[src/rtl/calc_frame_ctrl.sv]
// Request/response frame sequencer between the UART byte stream and the calculator ALU.
// Parses {cmd, op1, op2}, drives the ALU, and returns {status, result} over valid/ready.
module calc_frame_ctrl #(
    parameter int unsigned WIDTH          = 8,
    parameter int unsigned TIMEOUT_CYCLES = 100000
) (
    input  logic             clk,
    input  logic             rst,
    input  logic [7:0]       rx_data,
    input  logic             rx_valid,
    output logic [1:0]       alu_opcode,
    output logic [WIDTH-1:0] alu_op1,
    output logic [WIDTH-1:0] alu_op2,
    input  logic [WIDTH-1:0] alu_result,
    input  logic             alu_error,
    output logic [7:0]       tx_data,
    output logic             tx_valid,
    input  logic             tx_ready,
    output logic             busy,
    output logic             rx_overrun,
    output logic             frame_timeout
);

    localparam int unsigned CNT_W   = (TIMEOUT_CYCLES > 2) ? $clog2(TIMEOUT_CYCLES) : 1;
    localparam int unsigned CNT_MAX = (TIMEOUT_CYCLES > 0) ? TIMEOUT_CYCLES - 1 : 0;
    localparam bit          TO_EN   = (TIMEOUT_CYCLES > 0);

    localparam logic [CNT_W-1:0] CNT_LAST  = CNT_W'(CNT_MAX);
    localparam logic [7:0]       ST_OK     = 8'h00;
    localparam logic [7:0]       ST_DIV0   = 8'h01;
    localparam logic [7:0]       ST_BADCMD = 8'h02;

    typedef enum logic [2:0] {
        IDLE,
        GET_OP1,
        GET_OP2,
        EXEC,
        SEND_STATUS,
        SEND_RESULT
    } state_t;

    state_t           state, state_n;
    logic [1:0]       opcode_n;
    logic [WIDTH-1:0] op1_n, op2_n;
    logic [WIDTH-1:0] result_q, result_n;
    logic [CNT_W-1:0] cnt_q, cnt_n;
    logic [7:0]       tx_data_n;
    logic             tx_valid_n;
    logic             busy_n;
    logic             overrun_n;
    logic             timeout_n;

    // State and every output register
    always_ff @(posedge clk or posedge rst) begin
        if (rst) begin
            state         <= IDLE;
            alu_opcode    <= '0;
            alu_op1       <= '0;
            alu_op2       <= '0;
            result_q      <= '0;
            cnt_q         <= '0;
            tx_data       <= 8'h00;
            tx_valid      <= 1'b0;
            busy          <= 1'b0;
            rx_overrun    <= 1'b0;
            frame_timeout <= 1'b0;
        end else begin
            state         <= state_n;
            alu_opcode    <= opcode_n;
            alu_op1       <= op1_n;
            alu_op2       <= op2_n;
            result_q      <= result_n;
            cnt_q         <= cnt_n;
            tx_data       <= tx_data_n;
            tx_valid      <= tx_valid_n;
            busy          <= busy_n;
            rx_overrun    <= overrun_n;
            frame_timeout <= timeout_n;
        end
    end

    // Next-state and next-output logic
    always_comb begin
        state_n    = state;
        opcode_n   = alu_opcode;
        op1_n      = alu_op1;
        op2_n      = alu_op2;
        result_n   = result_q;
        cnt_n      = cnt_q;
        tx_data_n  = tx_data;
        tx_valid_n = tx_valid;
        overrun_n  = 1'b0;
        timeout_n  = 1'b0;

        case (state)
            IDLE: begin
                if (rx_valid) begin
                    if (rx_data[7:2] == 6'd0) begin
                        opcode_n = rx_data[1:0];
                        cnt_n    = '0;
                        state_n  = GET_OP1;
                    end else begin
                        tx_data_n  = ST_BADCMD;
                        result_n   = '0;
                        tx_valid_n = 1'b1;
                        state_n    = SEND_STATUS;
                    end
                end
            end
            GET_OP1: begin
                if (rx_valid) begin
                    op1_n   = WIDTH'(rx_data);
                    cnt_n   = '0;
                    state_n = GET_OP2;
                end else if (TO_EN && (cnt_q == CNT_LAST)) begin
                    timeout_n = 1'b1;
                    state_n   = IDLE;
                end else begin
                    cnt_n = cnt_q + CNT_W'(1);
                end
            end
            GET_OP2: begin
                if (rx_valid) begin
                    op2_n   = WIDTH'(rx_data);
                    cnt_n   = '0;
                    state_n = EXEC;
                end else if (TO_EN && (cnt_q == CNT_LAST)) begin
                    timeout_n = 1'b1;
                    state_n   = IDLE;
                end else begin
                    cnt_n = cnt_q + CNT_W'(1);
                end
            end
            EXEC: begin
                overrun_n  = rx_valid;
                tx_data_n  = alu_error ? ST_DIV0 : ST_OK;
                result_n   = alu_error ? '0 : alu_result;
                tx_valid_n = 1'b1;
                state_n    = SEND_STATUS;
            end
            SEND_STATUS: begin
                overrun_n = rx_valid;
                if (tx_ready) begin
                    tx_data_n = 8'(result_q);
                    state_n   = SEND_RESULT;
                end
            end
            SEND_RESULT: begin
                overrun_n = rx_valid;
                if (tx_ready) begin
                    tx_valid_n = 1'b0;
                    state_n    = IDLE;
                end
            end
            default: begin
                tx_valid_n = 1'b0;
                state_n    = IDLE;
            end
        endcase

        busy_n = (state_n != IDLE);
    end

endmodule

[config.mk]
export PLATFORM = sky130hd
export DESIGN_NAME = calc_frame_ctrl
export DESIGN_NICKNAME = d
export VERILOG_FILES = /design/src/rtl/calc_frame_ctrl.sv
export SDC_FILE = /design/constraint.sdc
export NUM_CORES = 1
export LEC_CHECK = 0
export ABC_AREA = 1
export CAP_MARGIN = 20
export CORE_MARGIN = 3
export CORE_UTILIZATION = 47
export DETAILED_ROUTE_END_ITERATION = 6
export PLACE_DENSITY = 0.8
export REMOVE_ABC_BUFFERS = 1
export SYNTH_ARGS = -nofsm -noshare
export SYNTH_HDL_FRONTEND = slang
export SYNTH_SLANG_ARGS = --single-unit
[constraint.sdc]
create_clock -name clk -period 1.8 [get_ports clk]
set_input_delay 0.36 -clock clk [delete_from_list [all_inputs] [get_ports clk]]
set_output_delay 0.36 -clock clk [all_outputs]
set_load 0.02 [all_outputs]
# == Yosys cells after proc, flatten, opt, wreduce, memory -nomap -nowiden ==
# Cells that the tools add are included.
# W data, S select, Z words.
# op_classes
addsub,1
eq_ne,12
mux,30
bitwise_logic,1
n_reduce_logical,16
# op_table
op,n
$mux W17,4
$mux W8,6
$pmux W17 S2,1
$pmux W8 S3,1
$mux W3,7
$pmux W3 S6,1
$add A17 B1 Y17 const B,1
$eq A17 B17 Y1 const B,1
$pmux W8 S2,1
$reduce_and A4 Y1,3
$ne A2 B2 Y1 const B,5
$mux W1,8
$eq A3 B2 Y1 const B,2
$eq A3 B3 Y1 const B,2
$logic_not A6 Y1,1
$reduce_and A3 Y1,2
$reduce_bool A3 Y1,2
$reduce_or A3 Y1,2
$pmux W1 S4,1
$reduce_and A2 Y1,2
$reduce_bool A2 Y1,2
$eq A3 B1 Y1 const B,1
$logic_not A3 Y1,1
$ne A3 B3 Y1 const B,1
other kinds (2),2
# word_totals
register_bits,58
input_bits,21
out_inout_bits,30

# == Logic depth before layout (Yosys ltp) ==
# logic_depth
depth_word,5
depth_mapped,12
ltp_nobuf,10

# == Worst setup path after synthesis ==
# Ideal clock, no wire load.
# synth_path
kind,register to register
startpoint,register cnt_q[0]
endpoint,register cnt_q[15]
arrival_time_ps,1396
t_required_ps,1683
slack_ps,287
path_stages_with_launch,12
n_path_buf,1
synth_period_minus_slack_ps,1513
cell_sequence,dfrtp_1 -> ha_1 -> inv_1 -> nor2_4 -> nand2_1 -> nor2_2 -> nand3_1 -> nand2_1 -> buf_6 -> inv_4 -> nand3_1 -> nand2_1
# synth_via
elab_chain_len,4
# synth_rtl
element,line_no,text
"start, declared",46,"logic [CNT_W-1:0] cnt_q, cnt_n;"
"start signal, assigned",73,cnt_q <= cnt_n;
$add A17 B1 Y17,"119, 131",
$mux W17,"115, 127",
$mux W17,123,if (rx_valid) begin
$pmux W17 S2,95,case (state)
# Parallel ways exist; a longest one is shown, timed or not. The select of a mux whose other input is x is not followed.
# A chain may end at the register's enable or synchronous reset.

# == Worst setup path after layout ==
# layout_path
startpoint,register tx_data[1]
endpoint,output tx_data[1]
# layout_rtl
element,line_no,text
"start, declared",16,"output logic [7:0] tx_data,"
"start signal, assigned",74,tx_data <= tx_data_n;
# No word-level cell between the ends.

==> metrics.yaml <==
outcome: "finished clean"
syn_area_mm2: 0.00290
num-fill-cells: 503
fp.coreArea_mm2: 0.00574
crit_path_end_kind: "output pin"
initial_core_util_pct: 50.5
fp.dieW_um: 84.6
ff2ff_setup_slack_ns: 0.15
cap_violations: 0
clock_sinks: 58
avgViaCountPerCell: 5.29
ir_worst_vdd_mv: 1.02
fmax_mhz: 591
cts_tree: "yes"
fin_hold_ws_ns: 0.250
cts_buffer_depth: 2
antenna_found_initial: 0
route.detailed.drc: 0
num_vias: 2746
rows: 27
cp_num_buf_inv: 1
synth.distinct_cells: 29
powerDensity_mw_per_mm2: 1330
hold_class: "in -> async"
cts-htree-levels: 3
ys_seq_elements: 58
synthCells: 374
regToRegEndpoint: "cnt_q[5]"
slowest_delay_ns: 0.62
tns_ns: 0
clk_latency_ns: 0.33
cts_root_buffer: "clkbuf_8"
dp_hpwl_um: 5000
path_class: "reg -> out"
pin_count: 51
grt_remaining_overflow: 0
port_buffers: 50
dr.first_iter.drc_count: 193
timing.slew.headroom_pct: 64.4
final_net_count: 464
cp-start-kind: "flip-flop"
critPathSlowestCell: "clkdlybuf4s50_1"
cts_made_buffers: 9
die-area_mm2: 0.00715
worst_ep_required_time_ns: 1.44
setup_viol: 0
seq_area_frac_synth_pct: 50.0
cp_top_family: "buffers and inverters"
seqCellArea_mm2: 0.00145
post_cts_buffers: 0
reg2reg_from: "cnt_q[0]"
drive_above_1_share_pct: 11.2
place_congestion: 0.903
power_uw: 5020
drv_slew: 0
fin_crit_sh_pct: 94.1
syn2layout_area_growth_pct: 30.6
crit_chain: "clkdlybuf4s50_1"
p_leak_uw: 0.00170
grt_pass1_vias: 2765
crit_fanout: 2
syn_avg_cell_area_um2: 7.76
grt_use_total_pct: 20.9
wl_um: 7040
timing_hold_violations_final: 0
worstPathArrival_ns: 1.33
yosysWarnings: 0
finalWorstPathRequiredPeriod_ns: 1.69
avgRoutedWirePerCell_um: 13.6
clkTransAtPathRegs_ns: 0.07
post-route-util_pct: 66.0
tightest_slew_ns: 0.534
insertedDiodeCount: 0
clock_skew_ns: 0.00923
die_height_um: 84.6
multi_input_area_mm2: 0.00123
antenna_left: 0
firstDrtPassIters: 5
reg2regPathDepth: 9
grt_max_degree: 51
grt_pass1_wl_um: 12100
cts_hold_buf: 0
repair_timing:
| action | CTS | global route |
|---|---|---|
| gates resized for setup | 0 | 3 |
| hold endpoints to repair | 0 | 0 |
| endpoints found under the setup margin | 0 | 18 |
where the power goes:
part           internal [uW]  switching [uW]
Combinational            772            1150
Sequential              1580             200
Clock                    813             511
Yosys cell counts (all sizes together):
cell type  number  area share [%]
dfrtp          58              50
ha              1            0.43
xor2            2            0.60
nor4            2            0.43
nand4          16             3.4
o21ai          54              10
o22ai           2            0.43
nand3          15             2.6
nor2           35             5.1
buf             7             1.9
clkbuf          3            0.39
nand2         127              17
a211oi          1            0.26
nor3            3            0.69
o21bai          3            0.78
clkinv          1            0.13
a21oi           3            0.52
inv            39             5.1
nand3b          1            0.26
or2             1            0.22
state kept, by name, indices dropped and copies added (netlist names):
| signal | count |
|---|---|
| alu_op1 | 8 |
| alu_op2 | 8 |
| alu_opcode | 2 |
| busy | 1 |
| cnt_q | 17 |
| frame_timeout | 1 |
| result_q | 8 |
| rx_overrun | 1 |
| state | 3 |
| tx_data | 8 |
| tx_valid | 1 |
stage by stage:
| step | instances | setup WS, ns | area, um^2 |
|---|---|---|---|
| after global routing | 519 | -0.000284 | 3790 |
| after detailed placement | 503 | -0.224 | 3560 |
| final | 519 | 0.107 | 3790 |
| after floorplan | 364 | 0.0120 | 2830 |
| after CTS | 519 | 0.0793 | 3780 |
| after global placement | 503 | -0.198 | 3560 |
placed cells by master (no fill, tap or decap), types with 3 or more instances in the layout:
cell             count
o21ai_2              6
inv_2                3
clkdlybuf4s50_1     50
a21oi_1              3
inv_1               35
buf_4               16
nor2_1              32
nand4_1             16
clkbuf_8            10
o21bai_1             3
o21ai_0             48
nand3_1             15
dfrtp_1             58
nand2_1            125
how the worst max path moves through the flow:
stage | to | cells after the start | from | slack [ns]
2_1_floorplan | alu_op1[0] | 1 | rst | 0.01
3_3_place_gp | result_q[3] | 9 | rx_data[2] | -0.20
3_5_place_dp | result_q[1] | 9 | rx_data[2] | -0.22
4_1_cts | cnt_q[5] | 9 | cnt_q[0] | 0.08
5_1_grt | cnt_q[0] | 10 | cnt_q[0] | -0.0003
6_report | tx_data[1] | 1 | tx_data[1] | 0.11
kinds of logic (layout without fill, tap and decap cells):
kind of cell	Yosys count	in the layout	share of synthesized area, %
XOR/XNOR	2	2	0.604
AND/OR/NAND/NOR	200	200	29.3
flip-flops	58	58	50.0
buffers and inverters	50	123	7.59
AO/OA/AOI/OAI	63	63	12.1
adder cells (fa/ha/maj)	1	1	0.431
metal layers:
layer / part of all wire (%) / GRT usage [%]
met3: 6.3 / 7.26
met5: 0 / 0
met1: 43 / 25.3
met4: 1.8 / 8.20
met2: 49 / 34.3
area by class of cell:
class / count / area share (%)
flip-flops and latches: 58 / 38.3
inverters: 40 / 4.03
multi-input cells: 266 / 32.6
repair buffers: 67 / 16.9
well taps: 72 / 2.38
clock buffers: 11 / 3.73
clock inverters: 5 / 2.05
(Power assumes the default switching activity.)
